[config.mk]
export PLATFORM = sky130hd
export DESIGN_NAME = fp32_cutoff_filter
export DESIGN_NICKNAME = d
export VERILOG_FILES = /design/src/rtl/fp32_cutoff_filter.sv
export SDC_FILE = /design/constraint.sdc
export NUM_CORES = 1
export LEC_CHECK = 0
export CORE_MARGIN = 4
export CORE_UTILIZATION = 30
export DETAILED_ROUTE_END_ITERATION = 16
export DONT_BUFFER_PORTS = 1
export PLACE_DENSITY = 0.53
export REMOVE_ABC_BUFFERS = 1
export SLEW_MARGIN = 20
export SYNTH_ARGS = -nofsm -noshare
export SYNTH_HDL_FRONTEND = slang
export SYNTH_SLANG_ARGS = --single-unit
export TNS_END_PERCENT = 10
[constraint.sdc]
create_clock -name clk -period 9 [get_ports clk]
set_input_delay 1.8 -clock clk [delete_from_list [all_inputs] [get_ports clk]]
set_output_delay 1.8 -clock clk [all_outputs]
set_load 0.01 [all_outputs]
[src/rtl/fp32_cutoff_filter.sv]
// Pair-stream cutoff filter: keeps pairs with r2 < cutoff^2 and buffers them in an output FIFO.
// Optional accept/reject statistics are built when CUTOFF_STATS_EN is defined.

module fp32_lessthan (
   input  logic [31:0] a,
   input  logic [31:0] b,
   output logic        lt
);
   logic a_nan;
   logic b_nan;
   logic both_zero;

   // IEEE-754 ordered less-than; NaN operands and +0/-0 pairs compare false
   always_comb begin
      a_nan     = (a[30:23] == 8'hFF) && (a[22:0] != 23'd0);
      b_nan     = (b[30:23] == 8'hFF) && (b[22:0] != 23'd0);
      both_zero = (a[30:0] == 31'd0) && (b[30:0] == 31'd0);
      lt        = 1'b0;
      if (a_nan || b_nan || both_zero) begin
         lt = 1'b0;
      end else if (a[31] != b[31]) begin
         lt = a[31];
      end else if (a[31]) begin
         lt = (a[30:0] > b[30:0]);
      end else begin
         lt = (a[30:0] < b[30:0]);
      end
   end
endmodule

module fp32_cutoff_filter #(
   parameter int ID_W  = 32,
   parameter int DEPTH = 16
) (
   input  logic                       clk,
   input  logic                       rst,
   input  logic                       cfg_we,
   input  logic [31:0]                cfg_cutoff_sq,
   input  logic                       in_valid,
   output logic                       in_ready,
   input  logic [31:0]                in_r2,
   input  logic [ID_W-1:0]            in_id,
   output logic                       out_valid,
   input  logic                       out_ready,
   output logic [31:0]                out_r2,
   output logic [ID_W-1:0]            out_id,
   output logic [$clog2(DEPTH+1)-1:0] fifo_count,
   output logic                       err_neg,
   output logic [31:0]                stat_accept,
   output logic [31:0]                stat_reject
);
   localparam int PW = $clog2(DEPTH);
   localparam int CW = $clog2(DEPTH+1);

   logic [31:0]     cutoff;
   logic            stage_valid;
   logic            stage_keep;
   logic [31:0]     stage_r2;
   logic [ID_W-1:0] stage_id;
   logic [31:0]     mem_r2 [DEPTH];
   logic [ID_W-1:0] mem_id [DEPTH];
   logic [PW-1:0]   wr_ptr;
   logic [PW-1:0]   rd_ptr;
   logic [CW-1:0]   count;
   logic [CW:0]     occupancy;
   logic            lt;
   logic            keep;
   logic            in_fire;
   logic            push;
   logic            pop;

   fp32_lessthan u_lt (
      .a  (in_r2),
      .b  (cutoff),
      .lt (lt)
   );

   // Handshakes and head view; the stage slot is reserved so a staged pair always has room
   always_comb begin
      occupancy  = {1'b0, count} + {{CW{1'b0}}, stage_valid};
      in_ready   = (occupancy < (CW+1)'(DEPTH));
      in_fire    = in_valid & in_ready;
      keep       = lt & ~in_r2[31] & (in_r2[30:23] != 8'hFF);
      push       = stage_valid & stage_keep;
      out_valid  = (count != '0);
      pop        = out_valid & out_ready;
      out_r2     = out_valid ? mem_r2[rd_ptr] : 32'd0;
      out_id     = out_valid ? mem_id[rd_ptr] : '0;
      fifo_count = count;
   end

   // Cutoff register; a same-cycle handshake still sees the old value
   always_ff @(posedge clk) begin
      if (rst) begin
         cutoff <= 32'h0000_0000;
      end else if (cfg_we) begin
         cutoff <= cfg_cutoff_sq;
      end
   end

   // One-entry compare stage and sticky negative-r2 flag
   always_ff @(posedge clk) begin
      if (rst) begin
         stage_valid <= 1'b0;
         stage_keep  <= 1'b0;
         stage_r2    <= 32'd0;
         stage_id    <= '0;
         err_neg     <= 1'b0;
      end else begin
         stage_valid <= in_fire;
         if (in_fire) begin
            stage_keep <= keep;
            stage_r2   <= in_r2;
            stage_id   <= in_id;
            if (in_r2[31]) begin
               err_neg <= 1'b1;
            end
         end
      end
   end

   // FIFO storage
   always_ff @(posedge clk) begin
      if (push) begin
         mem_r2[wr_ptr] <= stage_r2;
         mem_id[wr_ptr] <= stage_id;
      end
   end

   // FIFO pointers and occupancy
   always_ff @(posedge clk) begin
      if (rst) begin
         wr_ptr <= '0;
         rd_ptr <= '0;
         count  <= '0;
      end else begin
         if (push) begin
            wr_ptr <= wr_ptr + 1'b1;
         end
         if (pop) begin
            rd_ptr <= rd_ptr + 1'b1;
         end
         case ({push, pop})
            2'b10:   count <= count + 1'b1;
            2'b01:   count <= count - 1'b1;
            default: count <= count;
         endcase
      end
   end

`ifdef CUTOFF_STATS_EN
   logic [31:0] acc_cnt;
   logic [31:0] rej_cnt;

   // Wrapping accept/reject counters
   always_ff @(posedge clk) begin
      if (rst) begin
         acc_cnt <= 32'd0;
         rej_cnt <= 32'd0;
      end else begin
         if (push) begin
            acc_cnt <= acc_cnt + 32'd1;
         end
         if (stage_valid && !stage_keep) begin
            rej_cnt <= rej_cnt + 32'd1;
         end
      end
   end

   assign stat_accept = acc_cnt;
   assign stat_reject = rej_cnt;
`else
   assign stat_accept = 32'd0;
   assign stat_reject = 32'd0;
`endif

endmodule

### Word level (Yosys, flattened, before mapping)

Memories as Yosys holds them, arrays and structs flattened. A register that Yosys moved wholly into a read port is not among the register bits.
Index checks and enable logic that the tools add are counted.
Widths: inputs -> output; s select.

* $add $sub $neg: 5
* magnitude comparators: 3
* eq/ne operators: 6
* multiplexer cells: 12
* bitwise logic cells: 6
* reduce and logical (&&, ||, !) cells: 12

Operator list (count)
* $mux 32: 2
* $logic_not 31->1: 2
* $reduce_bool 23->1: 2
* $gt 31x31->1: 1
* $lt 31x31->1: 1
* $eq 8x8->1 const B: 2
* $mux 4: 4
* $pmux 5 s2: 1
* $add 4x1->4 const B: 2
* $ne 8x8->1 const B: 1
* $add 5x1->6: 1
* $lt 6x5->1 const B: 1
* $add 5x1->5 const B: 1
* $and 1x1->1: 5
* $mux 1: 5
* $reduce_bool 5->1: 1
* $sub 5x1->5 const B: 1
* $logic_and 1x1->1: 3
* $eq 2x1->1 const B: 1
* $eq 2x2->1 const B: 1
* $logic_or 1x1->1: 2
* $reduce_and 2->1: 1
* $reduce_bool 2->1: 1
* $ne 1x1->1: 1
* $not 1->1: 1

* flip-flop bits (word level): 112
* RAM bits: 1024
* input port bits: 101
* output and inout bits: 136
* word-level logic and storage cells: 55
* memories: 2

Memories
* mem_id: depth 16, width 32, read ports 1, clocked after memory_dff 1, wr ports 1, line 61 `logic [ID_W-1:0] mem_id [DEPTH];`
* mem_r2: depth 16, width 32, read ports 1, clocked after memory_dff 1, wr ports 1, line 60 `logic [31:0] mem_r2 [DEPTH];`

### Longest topological paths before layout

* depth after elaboration: 7
* gate-level depth with buffers: 12
* depth with buffers taken out: 11

### Cells and area by module

A second synthesis with hierarchy kept.

* cells, all modules: 2285
* area total of the unflattened synthesis: 44701.6 um^2

Modules (own cells, without submodules)
* fp32_cutoff_filter: times used 1, cells each 2138, area each 43698.2 um^2
* fp32_lessthan: times used 1, cells each 147, area each 1003.5 um^2

### Worst setup path after synthesis

Ideal clock, no wire load.

* path type: register to register
* start: register stage_valid
* end: memory mem_id[3][0], enable pin
* setup time: 0.565 ns
* arrival time: 5.223 ns
* path slack: 3.212 ns
* stages on the path, launching flop included: 5
* clock period less this slack: 5.788 ns
* cells stage by stage: dfxtp_1 > and2_1 > clkbuf_1 > nand2_1 > nor3_1

* longest elaborated chain between the ends: 3

Ends and longest elaborated chain
* start: declaration: line 56 `logic stage_valid;`
* start signal: assignment: line 110 `stage_valid <= in_fire;`
* $and 1x1->1: line 84 `push = stage_valid & stage_keep;`
* $mux 1: line 124 `if (push) begin`
* $mux 1 (not written as such): line 126 `mem_id[wr_ptr] <= stage_id;`
* end: declaration: line 61

Every way passes these cells.

==> impl_metrics.ini <==
[cells_and_area]
fin_nets = 2390
multi_input_area_mm2 = 0.0106
syn2layout_area_growth_pct = 13.6
layout.area.seq_mm2 = 0.0331
drive_gt1_share_pct = 24.4
design_area_mm2 = 0.0507
final_util_pct = 34.3
fillers = 13700

[timing]
finalCritPeriodShare_pct = 60.0
fin_crit_ps = 5400
finalSetupViolations = 0
setup_ws_ps = 3600
drv_slew = 0
timing.hold.ws_ps = 493
hold_viol = 0
tns_ps = 0
maxSlewHeadroom_pct = 26.5
worst_pin_slew_ps = 1100
finalClockSkew_ps = 68.9
max_freq_ghz = 0.185
rsz0062_at_grt = no

[routing]
remaining_drc_errors = 0
firstDrtPassIters = 5
via_per_inst = 4.92
wire_per_inst_um = 27.3
antenna_left = 0
wirelength_um = 117000
drt_iter0_markers = 1616
vias = 21100

[setup_path]
critPathSlowestCell = dfxtp_4
path_cells = buf_4 > mux4_2 > mux4_2 > and2_1
r2r_slack_ps = 5280
start_kind = register
crit_arrival_ps = 3600
path_common_cell = mux4_2
worst_path_dominant_cell_family = multiplexers
worstReg2RegStart = fifo_count[4]
worstPathRequired_ps = 7200
cpPeakStageDelay_ps = 800
crit_path_max_fanout = 54
critPathBufInv = 1
endpoint_kind = output pin
criticalPathCategory = reg2out

[yosys]
ys_async_sr_fraction_pct = 0
synth_top_area_share_pct = 69.0
synthSimpleGateAreaFrac_pct = 3.44
synthMuxAreaShare_pct = 16.9
synth_cell_types = 41
synth_compound_area_share_pct = 1.29
synth_most_common_cell = edfxtp_1
yosys.area_share.xor_xnor_pct = 0.157
yosys-top-cells-area = edfxtp_1 69%, mux4_2 16%, dfxtp_1 5.2%
yosysSeqAreaShare_pct = 74.2
synth_seq_cells = 1140
synth_top_family_by_area = multiplexers
avgSynthCellArea_um2 = 20.3
synth_largest_area_cell = edfxtp_1
synthFlopType = edfxtp_1
yosys.area_share.adder_pct = 1.17
synth_cells = 2197
syn-cell-area_mm2 = 0.0446
yosys_warnings = 0
ys_top_cells_by_count = 1024 x edfxtp_1, 320 x mux4_2, 145 x nand2_1
synth_edf_count = 1024

[place]
place_ws_ps = 4120
gp_congestion = 0.761
port_buffers = 0
dp_hpwl_um = 62600
place_area_mm2 = 0.0466

[cts]
cts_tree = yes
ctsHoldBuffers = 0
clk_path_buf_depth = 3
cts_resized = 0
clk_pin_slew_worst_paths_ps = 60
cts.sinks = 1140
clkLatencyLatePin_ps = 770
post_cts_buffers = 0
root_buffer = clkbuf_16
cts_buffers = 118
htree_levels = 3

[floorplan]
die_w_um = 394
initial_core_util_pct = 30.2
die_y_um = 394
rows = 141
ios = 237
die_area_mm2 = 0.155
core_region_area_mm2 = 0.148

[job]
cap_violations = 0

[global_route]
grt_busiest_layer = met2
grt_max_degree = 116
grt_pass1_wl_um = 166000
track_usage_pct = 14.8
antenna_found_initial = 10
grt_pass1_vias = 22100
grt_overflow = 0
use_met3_pct = 3.61
met2_usage_pct = 24.4
met1_usage_pct = 19.9

[hold_path]
min_from = cutoff[31]
hold_class = reg2reg

[pwr]
powerDensity_mw_per_mm2 = 218
vdd_drop_max_mv = 0.168
total_leakage_power_nw = 15.7

[status]
outcome = finished, final reports clean
==> path summary, 6_finish.rpt <==
kind / to / cells after the start
hold reg to reg: cutoff[31] / 2
setup reg to reg: fifo_count[4] / 10
hold / removal: cutoff[31] / 2
setup / recovery: out_r2[7] / 4
==> per-stage QoR <==
| stage | std cells | total power (W) |
|---|---|---|
| after detailed placement | 4057 | 0.00624 |
| after floorplan | 2082 | 0.00616 |
| after global placement | 4057 | 0.00622 |
| after global routing | 4281 | 0.0114 |
| after CTS | 4280 | 0.0112 |
| final | 4282 | 0.0111 |
==> power by group <==
group	internal, W	total [W]	switching, W
sequential	0.00579	0.00587	0.0000813
clock	0.00285	0.00494	0.00209
combinational	0.000102	0.000244	0.000142
total	0.00874	0.0111	0.00231
==> flip-flops by register name, summed over array words and instances (netlist names), named ones only <==
register / flops
cutoff: 32
err_neg: 1
fifo_count: 5
mem_id: 512
mem_r2: 512
rd_ptr: 4
stage_id: 32
stage_keep: 1
stage_r2: 32
stage_valid: 1
wr_ptr: 4
==> metal layers <==
metal / vias to the layer above / part of all wire, %
li1: 8849 / -
met1: 11400 / 42
met2: 688 / 49
met3: 156 / 6.9
met4: 2 / 2.0
met5: - / 0.011
==> cell families (layout without fill, tap and decap cells) <==
family | after synthesis | after routing
other | 1 | 65
AO/OA/AOI/OAI | 107 | 107
flip-flops | 1140 | 1140
multiplexers | 354 | 354
buffers and inverters | 218 | 309
XOR/XNOR | 8 | 8
AND/OR/NAND/NOR | 328 | 328
adder cells (fa/ha/maj) | 41 | 41
==> area by class of cell <==
class / count / area share (%)
Clock buffer: 175 / 6.67
Tap cell: 1930 / 4.77
Sequential cell: 1140 / 65.3
Inverter: 40 / 0.296
Timing Repair Buffer: 46 / 0.778
Antenna cell: 1 / 0.00494
Multi-Input combinational cell: 902 / 21.0
Clock inverter: 48 / 1.20
==> placed cells by master (no fill, tap or decap), drive strengths merged, types with 3 or more instances in the layout <==
master / count
nand4: 11
a21oi: 86
dfxtp: 116
mux4: 320
ha: 40
inv: 45
bufinv: 8
xnor2: 4
buf: 46
and4: 4
a211oi: 3
mux2i: 34
nor3: 9
nor2b: 4
clkbuf: 175
xor2: 4
and3: 4
edfxtp: 1024
clkinv: 33
o21ai: 9
nand2: 145
and2: 66
nor2: 63
conb: 64
nor4: 14
==> worst min-delay path, cell delays in order (launching register included) <==
cell and delay (ps):
dfxtp_1 320, mux2i_1 70, nor2_1 70
(Power assumes the default switching activity.)
